`src/rtl/stm_gain_reader.sv`:
```
`default_nettype none
// ============================================================================
// stm_gain_reader : fetches the rows of one gain-STM pattern from the BRAM and
//                   serialises them into a gapless per-transducer stream.
// Revision 1.0
// ============================================================================
module stm_gain_reader #(
    parameter int NUM_TRANS  = 249,
    parameter int IDX_WIDTH  = 10,
    parameter int RD_LATENCY = 2
) (
    input  logic                    CLK,
    input  logic                    RST_N,
    input  logic                    START,
    input  logic [IDX_WIDTH-1:0]    IDX,
    output logic                    BUSY,
    output logic [IDX_WIDTH+2:0]    ADDRB,
    input  logic [511:0]            DOUTB,
    output logic                    DOUT_VALID,
    output logic [7:0]              TR_IDX,
    output logic [7:0]              INTENSITY,
    output logic [7:0]              PHASE,
    output logic                    DONE
);

    localparam int ROW_ADDR_WIDTH = IDX_WIDTH + 3;

    localparam logic [4:0] c_lat      = 5'(RD_LATENCY);
    // Issuing the next row address at this lane makes its data land exactly
    // on lane 31 of the current row.
    localparam logic [4:0] c_pf_lane  = 5'(30 - RD_LATENCY);
    localparam logic [2:0] c_last_row = 3'((NUM_TRANS - 1) / 32);
    localparam logic [7:0] c_last_tr  = 8'(NUM_TRANS - 1);

    typedef enum logic [1:0] {
        IDLE   = 2'd0,
        FETCH  = 2'd1,
        STREAM = 2'd2,
        DONE_S = 2'd3
    } state_t;

    state_t                     state_q, state_d;
    logic [IDX_WIDTH-1:0]       idx_q, idx_d;
    logic [ROW_ADDR_WIDTH-1:0]  addr_q, addr_d;
    logic [4:0]                 wait_q, wait_d;
    logic [2:0]                 row_q, row_d;
    logic [4:0]                 lane_q, lane_d;
    logic [511:0]               shreg_q, shreg_d;

    logic [2:0]                 w_row_nxt;
    logic [7:0]                 w_tr;
    logic                       w_valid;

    assign w_row_nxt = row_q + 3'd1;
    assign w_tr      = {row_q, lane_q};
    assign w_valid   = (state_q == STREAM);

    always_comb begin
        state_d = state_q;
        idx_d   = idx_q;
        addr_d  = addr_q;
        wait_d  = wait_q;
        row_d   = row_q;
        lane_d  = lane_q;
        shreg_d = shreg_q;
        case (state_q)
            IDLE: begin
                if (START) begin
                    idx_d   = IDX;
                    addr_d  = {IDX, 3'd0};
                    wait_d  = 5'd0;
                    row_d   = 3'd0;
                    lane_d  = 5'd0;
                    state_d = FETCH;
                end
            end
            FETCH: begin
                if (wait_q == c_lat) begin
                    shreg_d = DOUTB;
                    state_d = STREAM;
                end else begin
                    wait_d = wait_q + 5'd1;
                end
            end
            STREAM: begin
                shreg_d = {16'd0, shreg_q[511:16]};
                lane_d  = lane_q + 5'd1;
                if (lane_q == c_pf_lane && row_q != c_last_row) begin
                    addr_d = {idx_q, w_row_nxt};
                end
                // Prefetched row is valid on the DOUTB bus during lane 31.
                if (lane_q == 5'd31) begin
                    row_d   = w_row_nxt;
                    shreg_d = DOUTB;
                end
                if (w_tr == c_last_tr) begin
                    state_d = DONE_S;
                end
            end
            DONE_S: begin
                row_d   = 3'd0;
                lane_d  = 5'd0;
                wait_d  = 5'd0;
                shreg_d = '0;
                state_d = IDLE;
            end
            default: begin
                state_d = IDLE;
            end
        endcase
    end

    always_ff @(posedge CLK or negedge RST_N) begin
        if (!RST_N) begin
            state_q <= IDLE;
            idx_q   <= '0;
            addr_q  <= '0;
            wait_q  <= '0;
            row_q   <= '0;
            lane_q  <= '0;
            shreg_q <= '0;
        end else begin
            state_q <= state_d;
            idx_q   <= idx_d;
            addr_q  <= addr_d;
            wait_q  <= wait_d;
            row_q   <= row_d;
            lane_q  <= lane_d;
            shreg_q <= shreg_d;
        end
    end

    assign ADDRB      = addr_q;
    assign BUSY       = (state_q == FETCH) || (state_q == STREAM);
    assign DOUT_VALID = w_valid;
    assign DONE       = (state_q == DONE_S);
    assign TR_IDX     = w_valid ? w_tr : 8'd0;
    assign INTENSITY  = w_valid ? shreg_q[15:8] : 8'd0;
    assign PHASE      = w_valid ? shreg_q[7:0] : 8'd0;

endmodule
`default_nettype wire

```
`config.mk`:
```
export PLATFORM = sky130hd
export DESIGN_NAME = stm_gain_reader
export DESIGN_NICKNAME = d
export VERILOG_FILES = /design/src/rtl/stm_gain_reader.sv
export SDC_FILE = /design/constraint.sdc
export NUM_CORES = 1
export LEC_CHECK = 0
export BUFFER_PORTS_ARGS = -buffer_cell sky130_fd_sc_hd__clkbuf_2
export CAP_MARGIN = 10
export CORE_MARGIN = 3
export CORE_UTILIZATION = 35
export CTS_CLUSTER_DIAMETER = 100
export DETAILED_ROUTE_END_ITERATION = 16
export PLACE_DENSITY_LB_ADDON = 0.1
export SETUP_SLACK_MARGIN = 0.3
export SLEW_MARGIN = 20
export SYNTH_ARGS = -nofsm -noshare
export SYNTH_HDL_FRONTEND = slang
export SYNTH_SLANG_ARGS = --single-unit
export TNS_END_PERCENT = 10
```
`constraint.sdc`:
```
create_clock -name CLK -period 3.25 [get_ports CLK]
set_input_delay 0.65 -clock CLK [delete_from_list [all_inputs] [get_ports CLK]]
set_output_delay 0.65 -clock CLK [all_outputs]
set_load 0.02 [all_outputs]
```
==> results.sh <==
export IMPL_status="completed"
export IMPL_core_um2=70500
export IMPL_dr_pass1_iters=5
export IMPL_wl_um=87800
export IMPL_drive_gt1_frac=0.281
export IMPL_rows=97
export IMPL_synth_seq_cells=550
export IMPL_swShare=0.442
export IMPL_yosysSeqAreaShare=0.550
export IMPL_finalClockSkew_ps=21.0
export IMPL_p_comb_frac=0.485
export IMPL_numCtsBuffers=66
export IMPL_grt_setup_unrepaired="true"
export IMPL_routed_via_density=5.41
export IMPL_num_vias=21400
export IMPL_route_detailed_drc=0
export IMPL_async_flop_share=1.00
export IMPL_fin_area_um2=30900
export IMPL_path_clk_slew_ps=60
export IMPL_drt_wirelength_per_cell_um=22.2
export IMPL_nFillCells=6964
export IMPL_die_w_um=273
export IMPL_portBuffers=564
export IMPL_synth_xor_area_frac=0
export IMPL_clockPowerShare=0.182
export IMPL_period_needed_ps=2810
export IMPL_tns_ps=0
export IMPL_power_leakage_nw=13.8
export IMPL_holdWs_ps=274
export IMPL_power_switching_w=0.0175
export IMPL_timing_fmax_ghz=0.356
export IMPL_cts_setup_buffers=0
export IMPL_setup_ws_ps=443
export IMPL_synthAdderAreaFrac=0.00600
export IMPL_ys_top_cells_by_count="1009 x nor2_1, 550 x dfrtp_1, 399 x a221oi_1"
export IMPL_drv_cap=0
export IMPL_dpl_hpwl_um=62400
export IMPL_p_per_area_nw_per_um2=1280
export IMPL_max_vdd_ir_drop_mv=0.748
export IMPL_arrival_ps=2160
export IMPL_dieHeight_um=273
export IMPL_pin_count=565
export IMPL_synth_edff_count=0
export IMPL_yosysTopAreaCell="dfrtp_1"
export IMPL_overflow=0
export IMPL_area_growth_pct=23.4
export IMPL_critPathKind="reg -> out"
export IMPL_finalCritPeriodShare=0.864
export IMPL_dieArea_um2=74800
export IMPL_p_int_w=0.0221
export IMPL_synth_compound_gate_area_share=0.208
export IMPL_setup_worst_path_start="state_q[0]"
export IMPL_synth_area_top_cells="dfrtp_1 55%, nor2_1 15%, a221oi_1 14%"
export IMPL_placed_area_um2=28700
export IMPL_finalHoldViolCount=0
export IMPL_min_path_type="in -> reg"
export IMPL_worst_slew_pin_slew_ps=839
export IMPL_final_max_slew_viol_count=0
export IMPL_relSlewSlack=0.441
export IMPL_cts_sinks=550
export IMPL_dpl_worst_slack_ps=468
export IMPL_synth_nets=3021
export IMPL_clockBufferDepth=3
export IMPL_finalWeightedCongestion=0.856
export IMPL_clkLatencyLatePin_ps=590
export IMPL_antenna_found_initial=43
export IMPL_r2r_start="wait_q[0]"
export IMPL_synthMuxAreaShare=0.00934
export IMPL_ctsHtreeMaxLevel=3
export IMPL_drt_iter0_drc=1981
export IMPL_final_core_utilization=0.438
export IMPL_start_util=0.355
export IMPL_netlist_area_um2=25000
export IMPL_yosys_cell_types_count=40
export IMPL_crit_path_end_kind="output pin"
export IMPL_synth_top_family_by_area="compound AO/OA/AOI/OAI gates"
export IMPL_crit_path_start_kind="flop"
export IMPL_grt_max_degree=150
export IMPL_grt_first_pass_wirelength_um=131000
export IMPL_min_delay_start="DOUTB[501]"
export IMPL_root_buffer="clkbuf_16"
export IMPL_synth_top_area_share=0.550
export IMPL_yosysMostFrequentCell="nor2_1"
export IMPL_crit_required_ps=2600
export IMPL_finalSetupViolCount=0
export IMPL_synth_ff_type="dfrtp_1"
export IMPL_grt_pass1_vias=21500
export IMPL_synth_cells=2484
export IMPL_tritoncts="yes"
export IMPL_yosys_area_share_simple=0.173
export IMPL_syn_avg_cell_area_um2=10.1
export IMPL_ys_warn_count=0
export IMPL_nets=3492
export IMPL_path_max_fanout=44
export IMPL_p_seq_frac=0.333
export IMPL_antenna_left=0
export IMPL_grt_use_total=0.227
[critical path, cell delays in order (launching register included)]
cell,delay [ps]
dfrtp_1,410
inv_1,120
ha_1,290
buf_8,310
and2_1,230
clkbuf_2,180
[cell type report]
type                            count  area (µm²)  share of cell area
Inverter                           12        45.0             0.00146
Sequential cell                   550       13800               0.446
Multi-Input combinational cell   1686        9950               0.322
Tap cell                          940        1180              0.0381
Antenna cell                       24        60.1             0.00194
Timing Repair Buffer              639        3820               0.124
Clock inverter                     12         179             0.00579
Clock buffer                       94        1900              0.0615
[power groups by stage]
| stage | Clock (W) | Sequential, W | Combinational [W] |
|---|---|---|---|
| final | 0.00722 | 0.0132 | 0.0192 |
| after global routing | 0.00771 | 0.0136 | 0.0216 |
| after CTS | 0.00741 | 0.0132 | 0.0195 |
| after detailed placement | 0 | 0.0133 | 0.0195 |
| after global placement | 0 | 0.0132 | 0.0190 |
| after floorplan | 0 | 0.0123 | 0.0150 |
[cells in the final DEF, fill, tap and decap left out, types with 4 or more instances in the layout]
cell type,n
a21oi_1,12
a221oi_1,399
a221oi_2,97
and2_1,20
buf_12,33
buf_4,40
clkbuf_1,16
clkbuf_16,68
clkbuf_2,563
clkbuf_8,10
dfrtp_1,550
diode_2,24
ha_1,12
inv_1,12
mux2_2,11
mux2i_1,11
nand2_1,46
nand2b_1,4
nand3_1,27
nor2_1,1009
o21ai_0,7
[through the flow]
stage / total power, W / std cells
after global routing: 0.0429 / 3949
after global placement: 0.0322 / 3826
after detailed placement: 0.0328 / 3826
final: 0.0397 / 3957
after floorplan: 0.0273 / 2484
after CTS: 0.0401 / 3933
[final timing paths]
check	end	slack (ps)	cells past startpoint
worst max-delay path	PHASE[5]	440	5
worst min-delay path	shreg_q[501]	270	3
worst max register to register	shreg_q[299]	450	7
worst min register to register	shreg_q[509]	470	2
max in group asynchronous	shreg_q[274]	1740	4
min in group asynchronous	idx_q[6]	550	2
[sequential cells by signal, summed over array words and instances (netlist names)]
name	cells
shreg_q	512
ADDRB	13
idx_q	10
lane_q	5
wait_q	5
row_q	3
state_q	2
[routing by layer]
| layer | up-vias | GRT usage | share of wire |
|---|---|---|---|
| met1 | 10600 | 0.280 | 0.40 |
| met5 | - | 0 | 0.0028 |
| met3 | 175 | 0.0614 | 0.067 |
| li1 | 9932 | - | - |
| met4 | 34 | 0.0893 | 0.033 |
| met2 | 640 | 0.378 | 0.49 |
[cell families (layout without fill, tap and decap cells)]
| group | after synthesis | after routing |
|---|---|---|
| AO/OA/AOI/OAI | 535 | 535 |
| adder cells (fa/ha/maj) | 12 | 12 |
| buffers and inverters | 248 | 757 |
| flip-flops | 550 | 550 |
| multiplexers | 22 | 22 |
| other | 0 | 24 |
| AND/OR/NAND/NOR | 1117 | 1117 |
[what timing repair did]
| action | 4_1_cts | 5_1_grt |
|---|---|---|
| hold buffers | 1 | 0 |
| setup endpoints to repair | 13 | 8 |
| gates cloned | 0 | 0 |
| hold endpoints to repair | 27 | 0 |
| resized for setup | 1 | 2 |
No activity file was read; power rests on OpenSTA's default activity.
